===== src/rtl/shift_sequencer.sv =====
// Multi-cycle SLL/SRL/SRA controller for the ALU shift path.
// Shifts STEP bits per cycle behind a start/busy/done handshake.
module shift_sequencer #(
  parameter int WIDTH = 32,
  parameter int STEP  = 1
) (
  input  logic             clk,
  input  logic             rst,
  input  logic             start,
  input  logic             shift,
  input  logic [1:0]       op,
  input  logic [WIDTH-1:0] qa,
  input  logic [4:0]       sa,
  input  logic [WIDTH-1:0] qb,
  output logic             busy,
  output logic             done,
  output logic [WIDTH-1:0] result,
  output logic             amt_sel
);

  typedef enum logic [1:0] {
    IDLE,
    SHIFT,
    DONE
  } state_t;

  localparam logic [4:0] STEP_V = 5'(STEP);

  state_t state, state_nxt;

  logic [WIDTH-1:0] data;
  logic [WIDTH-1:0] shifted;
  logic [WIDTH-1:0] fill;
  logic [1:0]       op_q;
  logic             sign;
  logic [4:0]       count;
  logic [4:0]       amt;
  logic [4:0]       n;
  logic             accept;
  logic             last;
  logic             unused_qa;

  assign unused_qa = ^qa[WIDTH-1:5];

  assign busy = (state == SHIFT);
  assign done = (state == DONE);

  always_comb begin
    accept = start && (state == IDLE || state == DONE);
    amt    = shift ? sa : qa[4:0];
    if (op == 2'b11)
      amt = '0;
    n    = (count < STEP_V) ? count : STEP_V;
    last = (count <= STEP_V);
    // SRA fill comes from the sign latched at accept time
    fill = sign ? ~({WIDTH{1'b1}} >> n) : '0;
    unique case (op_q)
      2'b00:   shifted = data << n;
      2'b01:   shifted = data >> n;
      2'b10:   shifted = (data >> n) | fill;
      default: shifted = data;
    endcase
  end

  always_comb begin
    state_nxt = state;
    unique case (state)
      IDLE: begin
        if (accept)
          state_nxt = (amt == '0) ? DONE : SHIFT;
      end
      SHIFT: begin
        if (last)
          state_nxt = DONE;
      end
      DONE: begin
        if (accept)
          state_nxt = (amt == '0) ? DONE : SHIFT;
        else
          state_nxt = IDLE;
      end
      default: state_nxt = IDLE;
    endcase
  end

  always_ff @(posedge clk or posedge rst) begin
    if (rst)
      state <= IDLE;
    else
      state <= state_nxt;
  end

  always_ff @(posedge clk or posedge rst) begin
    if (rst) begin
      data    <= '0;
      count   <= '0;
      op_q    <= '0;
      sign    <= 1'b0;
      result  <= '0;
      amt_sel <= 1'b0;
    end else if (accept) begin
      data    <= qb;
      count   <= amt;
      op_q    <= op;
      sign    <= qb[WIDTH-1];
      amt_sel <= shift;
      if (amt == '0)
        result <= qb;
    end else if (state == SHIFT) begin
      data  <= shifted;
      count <= count - n;
      if (last)
        result <= shifted;
    end
  end

endmodule


===== config.mk =====
export PLATFORM = sky130hd
export DESIGN_NAME = shift_sequencer
export DESIGN_NICKNAME = d
export VERILOG_FILES = /design/src/rtl/shift_sequencer.sv
export SDC_FILE = /design/constraint.sdc
export NUM_CORES = 1
export LEC_CHECK = 0
export ABC_AREA = 1
export BUFFER_PORTS_ARGS = -buffer_cell sky130_fd_sc_hd__buf_2
export CAP_MARGIN = 20
export CORE_MARGIN = 2
export CORE_UTILIZATION = 48
export CTS_CLUSTER_DIAMETER = 30
export DETAILED_ROUTE_END_ITERATION = 6
export MAX_ROUTING_LAYER = met4
export PLACE_DENSITY_LB_ADDON = 0.12
export SETUP_SLACK_MARGIN = 0.3
export SLEW_MARGIN = 20
export SYNTH_ARGS = -nofsm -noshare
export SYNTH_HDL_FRONTEND = slang
export SYNTH_SLANG_ARGS = --single-unit
export TNS_END_PERCENT = 30

===== constraint.sdc =====
create_clock -name clk -period 1.81 [get_ports clk]
set_input_delay 0.0905 -clock clk [delete_from_list [all_inputs] [get_ports clk]]
set_output_delay 0.0905 -clock clk [all_outputs]
set_load 0.05 [all_outputs]

==> run_results.csv <==
group,metric,value,unit
power,p_leak,0.00307,uW
power,intPower,6480,uW
clock_tree,root_buffer,"clkbuf_8",
floorplanning,die_x,98.7,um
power,netSwitchingFraction,50.4,%
power,netSwitchingPower,6590,uW
synth,synth_cells,621,
global_routing,track_usage,23.9,%
clock_tree,cts_sinks,75,
synth,ys_seq_elements,75,
synth,synth_compound_area_share,6.98,%
finish,antenna_cells,0,
floorplanning,fp.dieArea,0.00973,mm^2
clock_tree,htree_num_levels,3,
clock_tree,worstSkewPairLatency,0.37,ns
synth,synth_top_family_by_area,"simple AND/OR/NAND/NOR gates",
setup_path,crit_arrival,1.81,ns
setup_path,r2r-start,"op_q[1]",
place,gp_congestion,0.823,
floorplanning,num_rows,34,
routing,drc,0,
global_routing,grt_max_degree,52,
synth,synth-edff-count,0,
setup_path,r2r_slack,0.25,ns
global_routing,grt_overflow_total,0,
synth,yosysTopAreaCell,"dfrtp_1",
floorplanning,die_h,98.7,um
setup_path,cp_cell_sequence,"nand2_2 -> inv_2 -> nor2_4 -> clkbuf_16 -> nand3_1 -> nand4_1 -> nand2_1 -> nand2_1 -> nand2_1",
synth,syn_area,0.00430,mm^2
synth,synthTopCellsByCount,"nand2_1 (298), dfrtp_1 (75), nand3_1 (68)",
floorplanning,io_pins,110,
sta,slew_violations,0,
sta,period_minus_slack,1.56,ns
sta,finClkSkew,0.0143,ns
setup_path,max_stage_delay,0.43,ns
global_routing,grt_pass1_wl,18.4,mm
setup_path,path_delay_family,"simple AND/OR/NAND/NOR gates",
setup_path,r2r-end,"data[23]",
sta,fmax,642,MHz
synth,async_flop_share,100,%
power,clockPowerShare,12.3,%
routing,drt_iter0_drc,215,
worst_hold_path,hold_path_depth,5,
setup_path,setup.worst_path.end_class,"register",
setup_path,cp_data_required_time,2.06,ns
synth,ys_seq_area_share,43.6,%
run,maxCapViolCount,0,
routing,num_vias,4217,
power,ir_drop,1.37,mV
synth,avgSynthCellArea,6.92,um^2
setup_path,cp_slowest_cell,"dfrtp_1",
synth,synth_flop_cell,"dfrtp_1",
worst_hold_path,min-delay-start,"qb[14]",
place,dp_slack,0.159,ns
sta,finalSetupViolCount,0,
routing,wl_per_cell,13.6,um
setup_path,critPathBufInv,2,
routing,dr.pass1.iters,5,
sta,tightestPinTransition,0.581,ns
synth,synthMuxAreaShare,0,%
synth,synthXorXnorAreaFrac,0,%
setup_path,cpMostUsedCell,"nand2_1",
routing,viasPerCell,5.06,
setup_path,crit_fanout,12,
synth,synthTopCellsByArea,"dfrtp_1 (44%), nand2_1 (26%), nand3_1 (7.9%)",
power,p_comb_share,65.2,%
setup_path,rr_worst_depth,9,
synth,ys_types,26,
finish,area_growth,28.8,%
clock_tree,path_clk_slew,0.09,ns
floorplanning,initial_core_util,49.3,%
global_routing,grt_antenna_before_repair,0,
sta,hold_viol_final,0,
sta,fin_crit_sh,86.1,%
status,status,"finished clean",
finish,fillCellCount,783,
synth,syn-num-nets,697,
place,dp.final_hpwl,7.10,mm
place,io_buffers,82,
clock_tree,cts_buffers,9,
clock_tree,clock_path_buffers,2,
clock_tree,cts_tree,"yes",
sta,worst_slack,0.252,ns
power,power.density,2360,mW/mm^2
global_routing,grt_pass1_vias,3981,
power,seqPwrFrac,22.5,%
sta,relSlewSlack,61.2,%
finish,final_nets,798,
floorplanning,core-area,0.00872,mm^2
worst_hold_path,holdPathEnd,"data[14]",
synth,yosysMostFrequentCell,"nand2_1",
setup_path,setup.worst_path.class,"register to register",
routing,drtAntennaViolNets,0,
sta,fin_tns_setup,0,ns
routing,drt_wl_total,11.4,mm
finish,layout-drive-gt1-share,24.4,%
synth,ys_warn_count,0,
setup_path,cp-start-kind,"register",
sta,rsz0062_at_grt,"true",
worst_hold_path,hold_path.class,"input port to register",
synth,synthAdderAreaFrac,0.291,%
synth,yosysTopAreaCellShare,43.6,%
synth,yosys.area_share.simple,39.3,%
power groups by stage:
stage / Sequential, uW / Clock (uW) / Combinational [uW]
6_report: 2940 / 1610 / 8530
3_3_place_gp: 2930 / 0 / 7160
5_1_grt: 3040 / 1700 / 9440
3_5_place_dp: 2940 / 0 / 7280
4_1_cts: 2940 / 1620 / 7720
2_1_floorplan: 4090 / 0 / 4560
timing repair:
item | in CTS | in global routing
endpoints found under the hold margin | 21 | 0
pin swaps | 2 | 10
setup endpoints to repair | 65 | 68
hold buffers | 4 | 0
resized for setup | 17 | 24
cloned | 1 | 5
buffers inserted | 7 | 8
worst max-delay path by stage:
stage,start,endpoint,slack (ns),cells past startpoint
finish,op_q[1],data[23],0.25,9
global route,op_q[1],result[3],0.15,9
CTS,count[1],data[16],0.30,8
detailed placement,state[0],result[24],0.16,10
global placement,state[0],result[23],0.19,10
floorplan,state[0],result[10],0.20,10
metrics by stage:
step	utilization, %	area [um^2]	cells	hold WS, ns	power [uW]
3_3_place_gp	55.5	4840	794	0.142	10100
3_5_place_dp	55.5	4840	794	0.154	10200
5_1_grt	63.5	5540	834	0.0650	14200
6_report	63.5	5540	834	0.0423	13100
2_1_floorplan	-	4300	621	0.211	8650
4_1_cts	60.3	5260	821	0.0432	12300
placed cells by master, fill, tap and decap left out, drive strengths merged, types with 2 or more instances in the layout:
cell and instances:
nor2 14, a21oi 8, inv 55, nand2 302
o211ai 2, buf 115, o221ai 3, dlygate4sd3 4
o21ai 43, nand4 13, bufinv 3, clkbuf 16
dfrtp 75, nand3 68
layout make-up:
type | count | area [um^2] | area share (%)
flip-flops and latches | 75 | 1880 | 33.9
inverters | 56 | 216 | 3.91
clock buffers | 11 | 141 | 2.55
multi-input cells | 456 | 2130 | 38.5
repair buffers | 124 | 933 | 16.9
well taps | 108 | 135 | 2.44
clock inverters | 4 | 98.8 | 1.78
logic make-up (layout without fill, tap and decap cells):
group / after synthesis / count (layout)
AOI/OAI and AO/OA: 56 / 56
adders and majority gates: 1 / 1
buffers and inverters: 90 / 195
DFF: 75 / 75
and+or+nand+nor: 399 / 399
tightest hold or removal path, stage by stage:
cell and delay, ns:
buf_2 0.07, nand2_1 0.04, nand2_1 0.07, nand2_1 0.05
nand2_1 0.05
per-layer routing:
layer  vias to the layer above  global-route usage [%]  share of wire, %
li1                       2160                       -                 -
met1                      1906                    31.8                46
met2                       138                    38.6                48
met3                        13                    3.76               4.7
met4                         0                    6.43               1.5
met5                         -                       -                 0
registers in the layout (all words and copies together), names as in the netlist:
name / cells
data: 32
result: 32
count: 5
op_q: 2
state: 2
amt_sel: 1
sign: 1
Power figures use the tool's default switching activity.
